<file path="src/rtl/booth_mult_seq_pkg.sv">
// rtl/booth_mult_seq_pkg.sv - shared types and defaults for the sequential Booth multiplier
// Package mult_pkg: default operand width, FSM state encoding, Booth recoding codes.
package mult_pkg;

    localparam int N_DEF = 8;

    // Encoding matches what the downstream register bank stores.
    typedef enum logic {
        IDLE = 1'b0,
        RUN  = 1'b1
    } estado_t;

    // {Q[0], Q_1} pair examined on each Booth step.
    typedef enum logic [1:0] {
        NOP0 = 2'b00,
        ADD  = 2'b01,
        SUB  = 2'b10,
        NOP1 = 2'b11
    } booth_code_t;

endpackage

</file>
<file path="src/rtl/booth_mult_seq_if.sv">
// rtl/booth_mult_seq_if.sv - operand/result bundle between a requester and booth_mult_seq
// Signals: start, A, B (requester to multiplier); resultado, done, busy (multiplier to requester).
// Modports: master = requester, slave = multiplier.
interface booth_mult_seq_if #(
    parameter int N = mult_pkg::N_DEF
);
    logic                  start;
    logic signed [N-1:0]   A;
    logic signed [N-1:0]   B;
    logic signed [2*N-1:0] resultado;
    logic                  done;
    logic                  busy;

    modport master (
        output start, A, B,
        input  resultado, done, busy
    );

    modport slave (
        input  start, A, B,
        output resultado, done, busy
    );
endinterface

</file>
<file path="src/rtl/booth_mult_seq_step.sv">
// rtl/booth_mult_seq_step.sv - one combinational radix-2 Booth step (add/sub then arithmetic shift)
// Inputs: acc (N+1, sign-extended accumulator), q, q_1, m (multiplicand).
// Outputs: acc_next, q_next, q_1_next = {acc,q,q_1} after the step.
module booth_step
    import mult_pkg::*;
#(
    parameter int N = N_DEF
) (
    input  logic [N:0]   acc,
    input  logic [N-1:0] q,
    input  logic         q_1,
    input  logic [N-1:0] m,
    output logic [N:0]   acc_next,
    output logic [N-1:0] q_next,
    output logic         q_1_next
);
    logic [N:0]  m_ext;
    logic [N:0]  sum;
    booth_code_t code;

    // One extra accumulator bit keeps subtracting -2^(N-1) exact.
    assign m_ext = {m[N-1], m};
    assign code  = booth_code_t'({q[0], q_1});

    always_comb begin
        sum = acc;
        case (code)
            ADD:     sum = acc + m_ext;
            SUB:     sum = acc - m_ext;
            default: sum = acc;
        endcase
    end

    // Arithmetic right shift of the concatenation {sum, q, q_1}.
    assign acc_next = {sum[N], sum[N:1]};
    assign q_next   = {sum[0], q[N-1:1]};
    assign q_1_next = q[0];
endmodule

</file>
<file path="src/rtl/booth_mult_seq.sv">
// rtl/booth_mult_seq.sv - sequential signed radix-2 Booth multiplier, one step per clock
// Ports: clk; rst (sync, active low); bus (slave: start, A, B in; resultado, done, busy out).
// Optional macro BOOTH_DEBUG_PORTS_EN adds estado_actual, temp, contador outputs.
module booth_mult_seq
    import mult_pkg::*;
#(
    parameter int N = N_DEF
) (
    input  logic                 clk,
    input  logic                 rst,
    booth_mult_seq_if.slave      bus
`ifdef BOOTH_DEBUG_PORTS_EN
    ,
    output logic                 estado_actual,
    output logic [1:0]           temp,
    output logic [$clog2(N)-1:0] contador
`endif
);
    localparam int CW = $clog2(N);

    estado_t        estado, estado_n;
    logic [N:0]     acc, acc_n;
    logic [N-1:0]   q, q_n;
    logic           q_1, q_1_n;
    logic [N-1:0]   m, m_n;
    logic [CW-1:0]  cnt, cnt_n;
    logic [2*N-1:0] res, res_n;
    logic           done_r, done_n;

    logic [N:0]     acc_s;
    logic [N-1:0]   q_s;
    logic           q_1_s;

    booth_step #(.N(N)) u_step (
        .acc      (acc),
        .q        (q),
        .q_1      (q_1),
        .m        (m),
        .acc_next (acc_s),
        .q_next   (q_s),
        .q_1_next (q_1_s)
    );

    always_ff @(posedge clk) begin
        if (!rst) begin
            estado <= IDLE;
            acc    <= '0;
            q      <= '0;
            q_1    <= 1'b0;
            m      <= '0;
            cnt    <= '0;
            res    <= '0;
            done_r <= 1'b0;
        end else begin
            estado <= estado_n;
            acc    <= acc_n;
            q      <= q_n;
            q_1    <= q_1_n;
            m      <= m_n;
            cnt    <= cnt_n;
            res    <= res_n;
            done_r <= done_n;
        end
    end

    always_comb begin
        estado_n = estado;
        acc_n    = acc;
        q_n      = q;
        q_1_n    = q_1;
        m_n      = m;
        cnt_n    = cnt;
        res_n    = res;
        done_n   = done_r;
        case (estado)
            IDLE: begin
                if (bus.start) begin
                    m_n      = bus.A;
                    q_n      = bus.B;
                    acc_n    = '0;
                    q_1_n    = 1'b0;
                    cnt_n    = '0;
                    done_n   = 1'b0;
                    estado_n = RUN;
                end
            end
            RUN: begin
                acc_n = acc_s;
                q_n   = q_s;
                q_1_n = q_1_s;
                cnt_n = cnt + 1'b1;
                if (cnt == CW'(N - 1)) begin
                    // Product is the low N bits of Acc (its top bit only guards the add) and Q.
                    estado_n = IDLE;
                    done_n   = 1'b1;
                    res_n    = {acc_s[N-1:0], q_s};
                    cnt_n    = '0;
                end
            end
            default: estado_n = IDLE;
        endcase
    end

    assign bus.resultado = res;
    assign bus.done      = done_r;
    assign bus.busy      = (estado == RUN);

`ifdef BOOTH_DEBUG_PORTS_EN
    // Straight taps of registers, so they change on the same edges as the state itself.
    assign estado_actual = estado;
    assign temp          = {q[0], q_1};
    assign contador      = cnt;
`endif
endmodule
</file>
<file path="src/flat_wrapper.sv">
// flat-port wrapper written by rule: the top's interface ports become plain ports
module booth_mult_seq_flat import mult_pkg::*;
#(
    parameter int N = N_DEF
)
  (clk, rst, bus_start, bus_A, bus_B, bus_resultado, bus_done, bus_busy);
  booth_mult_seq_if #(.N(N)) bus_i ();
  input  logic clk;
  input  logic rst;
  input wire logic [$bits(bus_i.start)-1:0] bus_start;
  input wire logic [$bits(bus_i.A)-1:0] bus_A;
  input wire logic [$bits(bus_i.B)-1:0] bus_B;
  output wire logic [$bits(bus_i.resultado)-1:0] bus_resultado;
  output wire logic [$bits(bus_i.done)-1:0] bus_done;
  output wire logic [$bits(bus_i.busy)-1:0] bus_busy;
  assign bus_i.start = bus_start;
  assign bus_i.A = bus_A;
  assign bus_i.B = bus_B;
  assign bus_resultado = bus_i.resultado;
  assign bus_done = bus_i.done;
  assign bus_busy = bus_i.busy;
  booth_mult_seq #(.N(N)) u_core (.clk(clk), .rst(rst), .bus(bus_i));
endmodule
</file>
<file path="config.mk">
export PLATFORM = sky130hd
export DESIGN_NAME = booth_mult_seq_flat
export DESIGN_NICKNAME = d
export VERILOG_FILES = /design/src/rtl/booth_mult_seq_pkg.sv /design/src/rtl/booth_mult_seq_if.sv /design/src/rtl/booth_mult_seq_step.sv /design/src/rtl/booth_mult_seq.sv /design/src/flat_wrapper.sv
export SDC_FILE = /design/constraint.sdc
export NUM_CORES = 1
export LEC_CHECK = 0
export ABC_AREA = 1
export CAP_MARGIN = 10
export CORE_ASPECT_RATIO = 1.75
export CORE_MARGIN = 2
export CORE_UTILIZATION = 54
export CTS_BUF_LIST = sky130_fd_sc_hd__clkbuf_8 sky130_fd_sc_hd__clkbuf_16
export CTS_CLUSTER_DIAMETER = 100
export DETAILED_ROUTE_END_ITERATION = 6
export HOLD_SLACK_MARGIN = 0.05
export PLACE_DENSITY = 0.8
export SLEW_MARGIN = 20
export SYNTH_ARGS = -nofsm -noshare
export SYNTH_HDL_FRONTEND = slang
export SYNTH_SLANG_ARGS = --single-unit
</file>
<file path="constraint.sdc">
create_clock -name clk -period 2.7 [get_ports clk]
set_input_delay 0.54 -clock clk [delete_from_list [all_inputs] [get_ports clk]]
set_output_delay 0.54 -clock clk [all_outputs]
set_load 0.01 [all_outputs]
</file>
-- After elaboration in Yosys (flattened, before gate mapping)
Index checks and enable logic that the tools add are counted.
- register bits: 47
- input bits: 19
- output and inout bits: 18
- add/sub/neg operators: 3
- equal/unequal tests: 5
- muxes and demuxes: 15
- bitwise gates (word level): 1
- reduce and logical (&&, ||, !) cells: 3
- operators with widths (kind ; count):
    9-bit one-hot mux with 2 select lines ; 2
    8-bit one-hot mux with 2 select lines ; 1
    9-bit adder ; 1
    9-bit two-way mux ; 1
    9-bit subtractor ; 1
    8-bit two-way mux ; 1
    3-bit two-way mux ; 2
    1-bit one-hot mux with 2 select lines ; 3
    3-bit one-hot mux with 2 select lines ; 1
    2-bit AND reduction ; 3
    1-bit two-way mux ; 4
    2-bit != test (second input constant) ; 2
    3-bit by 1-bit adder with 3-bit output (second input constant) ; 1
    3-bit == test (second input constant) ; 1
    2-bit by 1-bit == test with 1-bit output (second input constant) ; 1
    2-bit == test (second input constant) ; 1
    1-bit inverter ; 1

-- Longest topological paths before layout
- depth in word-level cells: 3
- depth in mapped cells: 20
- depth with buffers taken out: 20

-- Modules after synthesis
From an unflattened synthesis, not the netlist that was laid out.
- cells, all modules: 369
- area total of the unflattened synthesis: 2655.0 um^2
- by module, submodules not included (module ; times used ; cells an instance ; area each (um^2)):
    booth_mult_seq ; 1 ; 233 ; 1861.8
    booth_step ; 1 ; 136 ; 793.3

-- Worst setup path before layout
Ideal clock, no wire load.
- path kind: reg2reg
- start: register u_core.m[0]
- end: register u_core.acc[7]
- data arrival time: 2.060 ns
- path slack: 0.509 ns
- cell stages (with the launch flop): 21
- clock period less this slack: 2.191 ns
- cells stage by stage: dfxtp_1 > inv_1 > ha_1 > inv_1 > nor2_1 > inv_1 > o21ai_0 > xnor2_1 > inv_1 > ha_1 > nand2_1 > nor2_2 > nand2_2 > nand2_2 > inv_2 > nand2_2 > nand3_2 > nand2_1 > nand2_1 > nand2_1 > a21oi_2
- cells in the longest elaborated chain, start to end: 3
- elaborated cells on any way between the ends: 4
- ends and longest elaborated chain (what ; RTL line ; RTL):
    start, declared ; booth_mult_seq.sv:25 ; logic [N-1:0] m, m_n;
    start signal, assigned ; booth_mult_seq.sv:59 ; m <= m_n;
    9-bit subtractor or 9-bit adder (tied branches) ; booth_mult_seq_step.sv:29, booth_mult_seq_step.sv:28 ;
    9-bit one-hot mux with 2 select lines (*) ; booth_mult_seq_step.sv:27 ; case (code)
    9-bit one-hot mux with 2 select lines (*) ; booth_mult_seq.sv:75 ; case (estado)
    end signal, assigned ; booth_mult_seq.sv:56 ; acc <= acc_n;
    end, declared ; booth_mult_seq.sv:22 ; logic [N:0] acc, acc_n;
Every way passes the cells marked *; elsewhere a longest branch is shown, timed or not.
A chain may end at the register's enable or synchronous reset.

-- Worst setup path in the final report
Ends and elaborated chain as after synthesis.

==> results.md <==
* Hold path cells at 1
* Slew @ Worst Pin at 0.378 ns
* Drt total wl at between 5000 and 6000 um
* Final TNS setup at 0 ns
* Number of routed nets with antenna violations at 0
* WP data required at slightly below 3 ns
* Post-synthesis mux area share at 0
* Die area at ~0.0050 mm2
* Pre-Repair DR Iteration Count at 4
* Synth Register Bits at 46
* Total CTS buffers at 5
* Clk_lat worst skew at ~0.30 ns
* Asr flop ratio synth at 0
* Core Region at 0.00436 mm2
* CTS tree: built
* Detail Placement HPWL at between 4000 and 5000 um
* GR Overflow Total at 0
* Fin crit share at 0.915
* Post-layout min period at around 2.5 ns
* Largest net degree at the start of global routing at 35
* Max stage delay on crit path at about 0.33 ns
* Worst Hold End: u_core.cnt[0]
* Via count at 2252
* R2r startpoint: u_core.m[0]
* Clock skew at 0.00702 ns
* Post-Synth Adder-Cell Area at 0.0704
* Post-synthesis xor/xnor area fraction at 0.0218
* # nets final at between 400 and 500
* Antenna diode instance count at 0
* Post-Syn Nets at 371
* Post-Synthesis Cells at ~340
* Worst path bufs/invs at 3
* Pleak at 1.31 nW
* Crit Reg-Reg Endpoint: u_core.acc[7]
* Via density at around 5.3
* Crit Path Class: flop to flop
* Largest family of logic cells by synthesized area: simple AND/OR/NAND/NOR gates
* Drt wl/cell at around 13 um
* Number of global-route vias before repair at 2097
* Slew Limit Fails at 0
* Top Family by Delay on Critical Path: simple AND/OR/NAND/NOR gates
* Max_slew headroom at 0.745
* RSZ-0062 raised after global routing: false
* Share of the synthesized area in the top cell type at 0.381
* Status: finished, final reports clean
* Crit path launch type: flop
* Hold Path Class: flop to flop
* Starting Density at 0.554
* Top-count cell post-synth: nand2_1
* Final GP Congestion at around 0.84
* Clock Sinks at between 40 and 50
* Top cells by area, synth: dfxtp_1, nand2_1, inv_1
* Design Power at roughly 1.6 mW
* Pwr dens at between 500 and 600 mW/mm2
* Fmax at roughly 400 MHz
* Commonest cells in the netlist: nand2_1, dfxtp_1, inv_1
* First-pass GRT wire length at just over 9000 um
* Row Count at 32
* Initial antenna violation count at 0
* Worst-path maximum fanout at 4
* Top cell type by total area after synthesis: dfxtp_1
* Layout cells sized above 1 at 0.0853
* Hold Slack at 0.469 ns
* IO Port Bufs at 36
* Die width at between 50 and 60 um
* IO Count at 37
* Simple-Gate Fraction of Synth Area at 0.281
* R2R cell count at 17
* Worst endpoint data arrival time at about 2.7 ns
* Final hold vios at 0
* DR iter-0 viols at 45
* Final design utilization at 0.669
* Setup violators final at 0
* Area Growth Syn to Fin at 20.9%
* Max IR drop VDD at about 0.53 mV
* R2R setup slack at 0.23 ns
* Critical path's slowest cell: dfxtp_1
* Ys flop type: dfxtp_1
* Die height at 92.5 um
* DRC at 0
* Clk root buf: clkbuf_8
* Seq/Total Area, Yosys at 0.381
* Critical-path cell list: nor3_1 -> nand2_1 -> o31ai_1 -> xnor2_1 -> inv_1 -> ha_1 -> nand2_1 -> inv_1 -> a21oi_2 -> nand2_2 -> inv_2 -> nand2_2 -> nand3_2 -> nand2_1 -> nand2_1 -> nand2_1 -> a21oi_2
* Library cells used by synthesis at 36
* Critical Path End Type: flop
* Most frequent cell on the critical path: nand2_1
* EDFF count, synth at 0
* Post-synthesis compound-gate area fraction at 0.142
* Tot GR Track Use at 0.247
* Htree depth at 2
* Setup Buffers After CTS at 0
* Worst Hold Launch: u_core.cnt[0]
* Max-cap check violation count at 0
* Syn Std Cell Area at roughly 0.0024 mm2
* CTS max path bufs at 2
* Synth warn at 0
* Post-Syn Area per Cell at a little over 7 um2
* Clock-pin transition on the worst setup and hold timing paths at 0.09 ns
* CTS Hold Bufs at 0
flip-flops by register name (all words and copies together) (netlist names):
register,flops
u_core.bus.resultado,16
u_core.acc,8
u_core.m,8
u_core.q,8
u_core.cnt,3
u_core.bus.busy,1
u_core.bus.done,1
u_core.q_1,1
power breakdown:
part           internal, mW  switching (mW)
clock network         0.272           0.226
logic                 0.139           0.211
registers             0.702          0.0207
total                  1.11           0.458
per-layer routing:
| metal | GRT usage | routed length, um |
|---|---|---|
| met1 | 0.278 | 2180 |
| met3 | 0.0306 | 106 |
| met2 | 0.440 | 3050 |
| met5 | 0 | 0 |
| met4 | 0.106 | 159 |
cells by family after synthesis:
kind of cell,after synthesis
AO/OA/AOI/OAI,58
XOR/XNOR,6
adder cells (fa/ha/maj),13
buffers and inverters,61
flip-flops,46
AND/OR/NAND/NOR,155
cell type report:
cell class              count  area, um2
fillers                   400       1440
multi-input cells         232       1250
flip-flops and latches     46        921
repair buffers             41        398
inverters                  48        180
clock buffers               5       68.8
well taps                  51       63.8
clock inverters             3       40.0
stage by stage:
stage	area, um2	cells	worst slack, ns
after CTS	2920	426	0.215
after detailed placement	2810	418	0.247
after global placement	2810	418	0.245
final	2920	426	0.230
after floorplan	2420	339	0.509
after global routing	2920	426	0.0490
timing repair:
action / in CTS / in global routing
setup endpoints to repair: 0 / 1
gates resized for setup: 0 / 2
hold endpoints to repair: 0 / 0
how the worst max path moves through the flow:
stage	startpoint	end	depth (start not counted)
6_report	u_core.m[0]	u_core.acc[7]	17
5_1_grt	u_core.m[0]	u_core.acc[7]	17
4_1_cts	u_core.m[0]	u_core.acc[7]	17
3_5_place_dp	u_core.m[0]	u_core.acc[7]	17
3_3_place_gp	u_core.m[0]	u_core.acc[7]	17
2_1_floorplan	u_core.m[0]	u_core.acc[7]	20
cell usage in the layout, fill, tap and decap left out, types with 2 or more instances in the layout:
master           instances
o21a_1                   2
nand3_2                  3
ha_1                    12
buf_4                    5
nand3_1                 32
nor2_1                  21
inv_1                   46
nand4_1                  2
clkinv_2                 2
o211ai_1                 2
o221ai_1                 2
nor2_2                   3
o21ai_0                 21
xor2_1                   4
xnor2_1                  2
nand2_1                 86
o21ai_1                  5
inv_2                    2
a21oi_1                 15
clkdlybuf4s50_1         36
a21oi_2                  4
dfxtp_1                 46
clkbuf_8                 5
nand2_2                  5
Note: power is estimated with default switching activity, not from simulation.
